===== config.mk =====
export PLATFORM = sky130hd
export DESIGN_NAME = dmem_responder
export DESIGN_NICKNAME = d
export VERILOG_FILES = /design/src/rtl/types_pkg.sv /design/src/rtl/dmem_array.sv /design/src/rtl/dmem_responder.sv
export SDC_FILE = /design/constraint.sdc
export NUM_CORES = 2
export LEC_CHECK = 0
export BUFFER_PORTS_ARGS = -buffer_cell sky130_fd_sc_hd__buf_4
export CAP_MARGIN = 25
export CORE_ASPECT_RATIO = 0.8
export CORE_MARGIN = 2
export CORE_UTILIZATION = 48
export CTS_CLUSTER_SIZE = 14
export DETAILED_ROUTE_END_ITERATION = 10
export PLACE_DENSITY = 0.71
export SETUP_SLACK_MARGIN = 0.1
export SLEW_MARGIN = 20
export SYNTH_ARGS = -nofsm -noshare
export SYNTH_HDL_FRONTEND = slang
export SYNTH_HIERARCHICAL = 1
export SYNTH_SLANG_ARGS = --single-unit

===== constraint.sdc =====
create_clock -name clk -period 8.15 [get_ports clk]
set_clock_uncertainty 0.2 [all_clocks]
set_input_delay 1.2225 -clock clk [delete_from_list [all_inputs] [get_ports clk]]
set_output_delay 1.2225 -clock clk [all_outputs]
set_load 0.02 [all_outputs]

===== src/rtl/types_pkg.sv =====
// Shared pipeline types, including the data-memory request code and responder FSM states.
package types_pkg;

  typedef logic [15:0] uword16;

  typedef enum logic [1:0] {
    MEM_NONE = 2'b00,
    MEM_RD   = 2'b01,
    MEM_WR   = 2'b10,
    MEM_WRB  = 2'b11
  } memc_e;

  typedef enum logic [1:0] {
    IDLE = 2'b00,
    WAIT = 2'b01,
    DONE = 2'b10
  } dmem_state_e;

  localparam int CNT_W = 4;

  function automatic logic addr_in_range(input uword16 addr, input int unsigned depth);
    return {16'h0000, addr} < depth;
  endfunction

endpackage


===== src/rtl/dmem_array.sv =====
// Single-port synchronous RAM, DEPTH_WORDS x 16, byte-lane write enables, registered read.
// Contents are never reset.
module dmem_array
  import types_pkg::*;
#(
  parameter int unsigned DEPTH_WORDS = 256,
  parameter int unsigned AW          = 8
) (
  input  logic          clk,
  input  logic          en_i,
  input  logic          we_i,
  input  logic [1:0]    be_i,
  input  logic [AW-1:0] addr_i,
  input  uword16        wdata_i,
  output uword16        rdata_o
);

  uword16 mem [DEPTH_WORDS];
  uword16 rdata_q;

  always_ff @(posedge clk) begin
    if (en_i) begin
      if (we_i) begin
        for (int b = 0; b < 2; b++) begin
          if (be_i[b]) mem[addr_i][8*b +: 8] <= wdata_i[8*b +: 8];
        end
      end else begin
        rdata_q <= mem[addr_i];
      end
    end
  end

  assign rdata_o = rdata_q;

endmodule


===== src/rtl/dmem_responder.sv =====
// Memory-stage data responder: latches a request, waits LATENCY cycles, then performs it.
// Optional feature macro: DMEM_BYTE_WR_EN (MEM_WRB writes only the low byte).
module dmem_responder
  import types_pkg::*;
#(
  parameter int unsigned DEPTH_WORDS = 256,
  parameter int unsigned LATENCY     = 2
) (
  input  logic        clk,
  input  logic        rst,
  input  logic [1:0]  req_memc,
  input  logic [15:0] req_addr,
  input  logic [15:0] req_wdata,
  output logic        mem_stall,
  output logic [15:0] rd_data,
  output logic        rd_valid,
  output logic        addr_err
);

  localparam int unsigned AW = (DEPTH_WORDS > 1) ? $clog2(DEPTH_WORDS) : 1;

  memc_e            req_op;
  dmem_state_e      state_q;
  logic [CNT_W-1:0] cnt_q;
  memc_e            op_q;
  logic [AW-1:0]    addr_q;
  uword16           wdata_q;
  logic             oor_q;
  logic             rd_valid_q;
  uword16           rd_data_q;
  logic             addr_err_q;

  logic             access_d;
  logic             ram_we_d;
  logic [1:0]       ram_be_d;
  uword16           ram_rdata;
  uword16           rd_data_d;

  assign req_op = memc_e'(req_memc);

  always_ff @(posedge clk or negedge rst) begin
    if (!rst) begin
      state_q    <= IDLE;
      cnt_q      <= '0;
      op_q       <= MEM_NONE;
      addr_q     <= '0;
      wdata_q    <= '0;
      oor_q      <= 1'b0;
      rd_valid_q <= 1'b0;
      rd_data_q  <= '0;
      addr_err_q <= 1'b0;
    end else begin
      rd_valid_q <= 1'b0;
      // Fold the completed load into the holding register at the end of DONE.
      if (rd_valid_q) rd_data_q <= rd_data_d;
      case (state_q)
        IDLE: begin
          if (req_op != MEM_NONE) begin
            op_q    <= req_op;
            addr_q  <= req_addr[AW-1:0];
            wdata_q <= req_wdata;
            oor_q   <= !addr_in_range(req_addr, DEPTH_WORDS);
            cnt_q   <= CNT_W'(LATENCY - 1);
            state_q <= WAIT;
          end
        end
        WAIT: begin
          if (cnt_q == '0) begin
            state_q    <= DONE;
            rd_valid_q <= (op_q == MEM_RD);
            if (oor_q) addr_err_q <= 1'b1;
          end else begin
            cnt_q <= cnt_q - 1'b1;
          end
        end
        DONE:    state_q <= IDLE;
        default: state_q <= IDLE;
      endcase
    end
  end

  // The RAM is touched only on the WAIT->DONE edge, and never for an out-of-range address.
  assign access_d = (state_q == WAIT) && (cnt_q == '0) && !oor_q;
  assign ram_we_d = (op_q == MEM_WR) || (op_q == MEM_WRB);

`ifdef DMEM_BYTE_WR_EN
  assign ram_be_d = (op_q == MEM_WRB) ? 2'b01 : 2'b11;
`else
  assign ram_be_d = 2'b11;
`endif

  dmem_array #(
    .DEPTH_WORDS (DEPTH_WORDS),
    .AW          (AW)
  ) u_array (
    .clk     (clk),
    .en_i    (access_d),
    .we_i    (ram_we_d),
    .be_i    (ram_be_d),
    .addr_i  (addr_q),
    .wdata_i (wdata_q),
    .rdata_o (ram_rdata)
  );

  assign rd_data_d = rd_valid_q ? (oor_q ? 16'h0000 : ram_rdata) : rd_data_q;

  assign mem_stall = rst && (((state_q == IDLE) && (req_op != MEM_NONE)) || (state_q == WAIT));
  assign rd_data   = rd_data_d;
  assign rd_valid  = rd_valid_q;
  assign addr_err  = addr_err_q;

endmodule


==> results.json <==
{
  "dpl.hpwl_um": 226000,
  "combPwrFrac": 0.287,
  "grt.busiest_layer": "met1",
  "root_buffer": "clkbuf_16",
  "cts_setup_buffers": 0,
  "synth_flop_cell": "edfxtp_1",
  "path_class": "register to register",
  "drv_cap": 0,
  "ff2ff_path_depth": 9,
  "p_switching_mw": 20.6,
  "synth.distinct_cells": 39,
  "rows": 188,
  "grt_pass1_wl_um": 568000,
  "cts.clk_slew.worst_paths_ns": 0.07,
  "p_leak_nw": 53.6,
  "worstReg2RegEnd": "u_array/mem[9][10]",
  "finalSetupTns_ns": 0,
  "slew_violations": 0,
  "io_pins": 55,
  "synth_seq_cells": 4163,
  "synth_top_area_frac": 0.778,
  "wl_per_cell_um": 32.9,
  "routed_wl_um": 396000,
  "overflow": 0,
  "arrival_ns": 5.72,
  "vias_per_cell": 6.52,
  "cts_made_buffers": 394,
  "reg2reg_slack_ns": 2.74,
  "clkPwrFrac": 0.278,
  "max_freq_ghz": 0.185,
  "synthTopCellsByArea": "edfxtp_1 (78%), mux4_2 (15%), a22oi_1 (2.4%)",
  "ys_seq_area_frac": 0.786,
  "hold_path_class": "input port to asynchronous set/reset pin",
  "area_delta_synth_final_pct": 11.6,
  "syn-cell-area_um2": 159000,
  "die_w_um": 647,
  "fin_crit_ns": 5.41,
  "port_buffers": 54,
  "rsz0062_at_grt": "false",
  "core-area_um2": 329000,
  "final_common_cell": "edfxtp_1",
  "hold_viol": 0,
  "met3_usage": 0.0636,
  "dieArea_um2": 335000,
  "vias": 78600,
  "antenna_left": 0,
  "netlist_instances": 7217,
  "cts_buffer_depth": 4,
  "period_share": 0.663,
  "worstSetupEndpoint": "u_array/mem[9][10]",
  "tightest_slew_ns": 1.12,
  "p_int_mw": 43.2,
  "start_util": 0.483,
  "maxSlewHeadroom": 0.240,
  "crit_fanout": 16,
  "synth_warnings": 6,
  "ir_drop_uv": 347,
  "drtPass1Iterations": 7,
  "syn_avg_cell_area_um2": 22.0,
  "synth_area_leader_cell": "edfxtp_1",
  "place.gp.congestion": 0.836,
  "finalSetupViolCount": 0,
  "fillCellCount": 23900,
  "grt_pass1_vias": 76700,
  "drt-initial-drc-count": 11900,
  "grt_usage": 0.234,
  "post-place-ws_ns": 2.91,
  "crit_required_ns": 8.47,
  "nNetsFinal": 7386,
  "pwr-share-seq": 0.435,
  "h-tree-depth": 5,
  "powerDensity_nw_per_um2": 360,
  "cts_resized": 0,
  "critPathLaunch": "cnt_q[0]",
  "status": "completed",
  "drc": 0,
  "async_reset_ff_frac": 0.0123,
  "antenna_found_initial": 10,
  "clkSinkCount": 4163,
  "switching_share": 0.323,
  "critPathCaptureType": "register",
  "clk_latency_ns": 0.92,
  "reg2reg_from": "cnt_q[0]",
  "use_met1": 0.350,
  "synth-edff-count": 4112,
  "postCtsHoldBufs": 0,
  "finalWorstSetupSlack_ns": 2.74,
  "grt_start_max_net_pins": 209,
  "use_met2": 0.341,
  "drive_gt1_frac": 0.247,
  "die_h_um": 518,
  "final_cell_mix": "edfxtp_1 (4,112), mux4_2 (1,024), nor2_1 (522), a22oi_1 (512), clkbuf_16 (400)",
  "cp-start-kind": "register",
  "cts_tree": "built"
}
flip-flops by register name, indices dropped and copies added (netlist names):
register / flops
addr_err: 1
state_q: 2
cnt_q: 4
u_array/rdata_o: 16
oor_q: 1
op_q: 2
u_array/mem: 4096
wdata_q: 16
addr_q: 8
rd_valid: 1
rd_data_q: 16
power groups by stage:
stage	Sequential (mW)	Combinational [mW]	Clock, mW
2_1_floorplan	29.6	9.95	0
3_3_place_gp	28.3	17.4	0
3_5_place_dp	28.4	17.9	0
4_1_cts	27.9	17.9	18.0
5_1_grt	27.8	19.1	18.8
6_report	27.8	18.3	17.8
cell usage after synthesis (all sizes together), types with 20 or more instances:
cell,instances
a21oi,257
a22oi,512
buf,159
clkbuf,310
dfrtp,51
edfxtp,4112
inv,20
mux2,28
mux4,1024
nand2,63
nor2,525
o21ai,34
o41ai,64
worst min-delay path by stage:
stage / startpoint / end / slack, ns
after floorplan: op_q[1] / rd_valid / 0.22
after global placement: addr_err / addr_err / 0.26
after detailed placement: addr_err / addr_err / 0.27
after CTS: rst / wdata_q[15] / 0.20
after global routing: rst / wdata_q[15] / 0.25
final: rst / wdata_q[15] / 0.22
per-layer routing:
layer | wire, um | part of all wire
met1 | 154000 | 0.39
met2 | 179000 | 0.45
met3 | 53200 | 0.13
met4 | 9920 | 0.025
met5 | 103 | 0.00026
critical path, cell delays in order, from the launching register on:
cell     delay [ns]
dfrtp_1        0.39
inv_1          0.12
ha_1           0.21
nor3b_1        0.36
nand2_1        0.38
nor2_1         0.32
nand3_1        0.41
nor2_1         0.98
nand2_1        0.73
nor2_1         0.89
stage by stage:
stage	hold WS, ns	util	cell area (um2)	cells	power [mW]
floorplan	0.224	-	159000	7218	39.6
global placement	0.259	0.500	164000	11300	45.7
detailed placement	0.268	0.501	165000	11300	46.2
CTS	0.203	0.539	177000	12000	63.8
global route	0.255	0.539	177000	12000	65.7
finish	0.221	0.539	177000	12000	63.8
layout make-up:
cell class / count / area, um2 / area share
antenna: 12 / 30.0 / 0.000169
clock buffer: 485 / 10400 / 0.0588
clock inverter: 230 / 1980 / 0.0112
inverter: 20 / 75.1 / 0.000424
multi-input combinational: 2566 / 32300 / 0.182
sequential: 4163 / 125000 / 0.704
tap: 4370 / 5470 / 0.0309
timing repair buffer: 203 / 2070 / 0.0117
logic make-up after synthesis:
| family | Yosys count | synth area share |
|---|---|---|
| other | 1 | 0.0000236 |
| flip-flops | 4163 | 0.786 |
| multiplexers | 1053 | 0.147 |
| adder cells (fa/ha/maj) | 2 | 0.000158 |
| AND/OR/NAND/NOR | 637 | 0.0159 |
| buffers and inverters | 489 | 0.0138 |
| AO/OA/AOI/OAI | 872 | 0.0372 |
No activity file was read; power rests on OpenSTA's default activity.
